File: config.mk
export PLATFORM = sky130hd
export DESIGN_NAME = irq_priority_controller
export DESIGN_NICKNAME = d
export VERILOG_FILES = /design/src/rtl/irq_priority_controller.sv
export SDC_FILE = /design/constraint.sdc
export NUM_CORES = 1
export LEC_CHECK = 0
export CAP_MARGIN = 15
export CORE_MARGIN = 2
export CORE_UTILIZATION = 30
export CTS_CLUSTER_DIAMETER = 40
export DETAILED_ROUTE_END_ITERATION = 8
export GPL_TIMING_DRIVEN = 1
export HOLD_SLACK_MARGIN = 0.02
export PLACE_DENSITY = 0.74
export SKIP_LAST_GASP = 1
export SYNTH_ARGS = -nofsm -noshare
export SYNTH_HDL_FRONTEND = slang
export SYNTH_SLANG_ARGS = --single-unit
File: constraint.sdc
create_clock -name clk_i -period 2.3 [get_ports clk_i]
set_input_delay 0.345 -clock clk_i [delete_from_list [all_inputs] [get_ports clk_i]]
set_output_delay 0.345 -clock clk_i [all_outputs]
set_load 0.02 [all_outputs]
File: src/rtl/irq_priority_controller.sv
// Fixed-priority multi-source machine-mode interrupt controller for the RV32 core.
// Tracks interrupt/exception nesting so mret_i reports whether it leaves an interrupt.
module irq_priority_controller #(
  parameter int unsigned        N_SRC      = 16,
  parameter logic [N_SRC-1:0]   EDGE_MASK  = '0,
  parameter logic [31:0]        CAUSE_BASE = 32'h8000_0010
) (
  input  logic             clk_i,
  input  logic             rst_i,
  input  logic             exception_i,
  input  logic [N_SRC-1:0] irq_req_i,
  input  logic [N_SRC-1:0] irq_mask_i,
  input  logic             mie_i,
  input  logic             mret_i,
  output logic             irq_o,
  output logic [31:0]      irq_cause_o,
  output logic [N_SRC-1:0] irq_ack_o,
  output logic             irq_ret_o
);

  localparam int unsigned ID_W = (N_SRC > 1) ? $clog2(N_SRC) : 1;

  typedef enum logic [1:0] {
    S_IDLE,
    S_EXC,
    S_IRQ,
    S_IRQ_EXC
  } state_t;

  state_t           r_state;
  state_t           w_state_nxt;
  logic [N_SRC-1:0] r_prev;
  logic [N_SRC-1:0] r_pend_edge;
  logic [ID_W-1:0]  r_id;

  logic [N_SRC-1:0] w_pend;
  logic [N_SRC-1:0] w_elig;
  logic [N_SRC-1:0] w_onehot;
  logic [N_SRC-1:0] w_edge_nxt;
  logic [ID_W-1:0]  w_winner;
  logic             w_any;

  assign w_pend = (irq_req_i & ~EDGE_MASK) | (r_pend_edge & EDGE_MASK);
  assign w_elig = w_pend & irq_mask_i;
  assign w_any  = |w_elig;

  // Scanning downward leaves the lowest set index as the winner.
  // NOTE: every output of an always_comb gets a default first, so no path can infer a latch.
  always_comb begin
    w_winner = '0;
    w_onehot = '0;
    for (int i = int'(N_SRC) - 1; i >= 0; i--) begin
      if (w_elig[i]) w_winner = ID_W'(i);
    end
    w_onehot[w_winner] = 1'b1;
  end

  always_comb begin
    w_state_nxt = r_state;
    irq_o       = 1'b0;
    irq_ret_o   = 1'b0;
    irq_cause_o = CAUSE_BASE | 32'(r_id);
    case (r_state)
      S_IDLE: begin
        irq_cause_o = CAUSE_BASE | 32'(w_winner);
        if (exception_i) begin
          w_state_nxt = S_EXC;
        end else if (mie_i && w_any) begin
          irq_o       = 1'b1;
          w_state_nxt = S_IRQ;
        end
      end
      S_EXC: begin
        if (!exception_i && mret_i) w_state_nxt = S_IDLE;
      end
      S_IRQ: begin
        if (exception_i) begin
          w_state_nxt = S_IRQ_EXC;
        end else if (mret_i) begin
          irq_ret_o   = 1'b1;
          w_state_nxt = S_IDLE;
        end
      end
      S_IRQ_EXC: begin
        if (!exception_i && mret_i) w_state_nxt = S_IRQ;
      end
      default: w_state_nxt = S_IDLE;
    endcase
    // Level requests are visible during reset; keep the outputs quiet until release.
    if (rst_i) begin
      irq_o       = 1'b0;
      irq_ret_o   = 1'b0;
      irq_cause_o = CAUSE_BASE;
    end
  end

  assign irq_ack_o = irq_o ? w_onehot : '0;

  // A fresh edge in the ack cycle re-arms the pending bit.
  assign w_edge_nxt = ((r_pend_edge & ~irq_ack_o) | (irq_req_i & ~r_prev)) & EDGE_MASK;

  // NOTE: state registers use non-blocking assignments so every flop samples pre-edge values.
  always_ff @(posedge clk_i or posedge rst_i) begin
    if (rst_i) begin
      r_state     <= S_IDLE;
      r_prev      <= '0;
      r_pend_edge <= '0;
      r_id        <= '0;
    end else begin
      r_state     <= w_state_nxt;
      r_prev      <= irq_req_i;
      r_pend_edge <= w_edge_nxt;
      if (irq_o) r_id <= w_winner;
    end
  end

endmodule

==> results.cfg <==
[cts]
clock_latency_ns = 0.25
clk_pin_slew_ns = 0.05
cts_made_buffers = 3
cts_num_sinks = 6
cts_tree = done
cts_buffer_depth = 2
htreeDepth = 1
hold_buffers = 0
root_buffer = clkbuf_4

[global_route]
grt_pass1_wl_mm = 4.823
grt_max_degree = 9
grtUsageTotal_pct = 16.68
antenna_found_initial = 0
grt_pass1_vias = 1122
grt_overflow_total = 0

[synth]
synth_edf_count = 0
synthCells = 130
synthTopCellsByArea = buf_4, dfrtp_1, nor3_1
synth.distinct_cells = 36
synth_common_cells = buf_4, nand2_1, nor3_1
synth-seq-cells = 6
async_reset_ff_share_pct = 100.0
synth-adder-area-share_pct = 0
synth_compound_gate_area_share_pct = 26.04
yosys.area.top_type = buf_4
syn_area_per_cell_um2 = 7.613
syn_area_um2 = 989.7
synth_most_common_cell = buf_4
synth_top_area_share_pct = 21.24
synthMuxAreaShare_pct = 4.551
ys.warnings.count = 0
synth-main-ff-cell = dfrtp_1
synth_top_family_by_area = simple AND/OR/NAND/NOR gates
yosys.area_share.simple_pct = 28.32
synthXorXnorAreaFrac_pct = 0
ys_seq_area_share_pct = 15.17

[power_and_ir_drop]
totalPowerFinal_uw = 665.0
ir_drop_mv = 0.1691
power.density_nw_per_um2 = 348.3
leakage_uw = 0.0009668

[final_layout]
layout.nets = 260
drive_above_1_share_pct = 49.77
stdcell_area_um2 = 1909
area_growth_pct = 92.92
diodes = 0

[critical_path]
required_ns = 1.96
critPathMaxFanout = 4
crit_arrival_ns = 1.94
path_class = input port to output pin
start_kind = input port
end_kind = output pin
crit_start = irq_req_i[4]
r2r-start = r_state[0]$_DFFE_PP0P_

[floorplanning]
start_util_pct = 31.90
die_area_um2 = 3774
dieWidth_um = 61.44
ios = 87
coreArea_um2 = 3103
dieHeight_um = 61.44
rows = 20

[sta]
finalSetupViolCount = 0
fin_tns_setup_ns = 0
max_freq_mhz = 438.1
period_needed_ns = 2.283
hold_violations = 0
maxSlewViolCount = 0
fin_worst_skew_ns = 0.006090
post-route-period-util_pct = 99.24

[place]
hpwl_mm = 2.483
gp_congestion = 0.8295
io_buffers = 58
dpl_cell_area_um2 = 1665

[detailed_routing]
drt_wl_total_mm = 3.318
vias = 1265
ant_nets = 0
drc_errors = 0
drt_iter0_drc = 21
routedWlPerCell_um = 12.52
drtPass1Iterations = 4
avgViaCountPerCell = 4.774

[min_path]
hold_path.class = flop to flop
hp-start = r_id[1]$_DFFE_PP0P_

[status]
status = completed

[flow_run]
drv_cap = 0
## stage by stage
step / cells / utilization (%) / hold slack, ns / setup slack, ns
global route: 265 / 61.53 / 0.5257 / -0.01276
detailed placement: 251 / 53.67 / 0.4906 / -0.6983
finish: 265 / 61.53 / 0.5041 / 0.01750
floorplan: 156 / - / 0.1502 / 0.2218
global placement: 251 / 53.67 / 0.4828 / -0.6386
CTS: 263 / 58.06 / 0.5010 / -0.05216
## routing by layer
metal	GRT usage (%)	vias up	wire (µm)
met1	19.44	607	1276
met4	1.824	0	10
li1	-	613	-
met2	32.98	42	1850
met3	2.311	3	181
met5	0	-	0
## flip-flops by register name, indices dropped and copies added, names as in the netlist
name,flops
r_id,4
r_state,2
## worst max-delay path: stages
cell,delay (ns)
clkdlybuf4s50_1,0.53
nand2_2,0.12
nand3_4,0.14
or3b_4,0.44
nor3_2,0.19
buf_4,0.16
## timing repair
item                                   in CTS  in global routing
buffers inserted                            8                  2
setup endpoints to repair                  22                 20
pin swaps                                  14                 19
gates cloned                                1                  0
endpoints found under the hold margin       0                  0
gates resized for setup                   157                 49
## path summary, 6_finish.rpt
kind / end / depth (start not counted) / slack, ns
hold / removal: r_id[1]$_DFFE_PP0P_ / 1 / 0.50
setup / recovery: irq_ack_o[4] / 6 / 0.02
min in group asynchronous: r_id[0]$_DFFE_PP0P_ / 4 / 0.60
setup reg to reg: r_id[3]$_DFFE_PP0P_ / 5 / 0.75
hold reg to reg: r_id[1]$_DFFE_PP0P_ / 1 / 0.50
max in group asynchronous: r_id[3]$_DFFE_PP0P_ / 4 / 1.58
## report_power, final
part	internal (µW)	switching (µW)
clock	59.0	38.0
sequential	133	16.0
combinational	206	214
total	397	268
## cell families (layout without fill, tap and decap cells)
group	after synthesis	in the layout
AOI/OAI and AO/OA	31	32
DFF	6	6
other	2	28
muxes	4	4
buffers and inverters	34	98
and+or+nand+nor	53	53
## cells in the final DEF, fill, tap and decap left out, types with 4 or more instances in the layout
cell,instances
nor3_2,8
nor3_1,5
a22o_1,4
clkbuf_2,6
nand2_2,5
nand2_1,11
mux2_2,4
buf_2,8
conb_1,28
a22oi_2,5
buf_4,38
buf_6,9
dlygate4sd2_1,6
dfrtp_1,6
clkdlybuf4s15_1,4
clkdlybuf4s50_1,11
dlymetal6s2s_1,8
o21ai_0,4
## layout make-up
class / count / area [µm²]
fillers: 290 / 1194
inverters: 3 / 11.26
repair buffers: 92 / 790.8
multi-input cells: 117 / 879.6
flip-flops and latches: 6 / 150.1
clock buffers: 3 / 22.52
well taps: 44 / 55.05
Power figures use the tool's default switching activity.
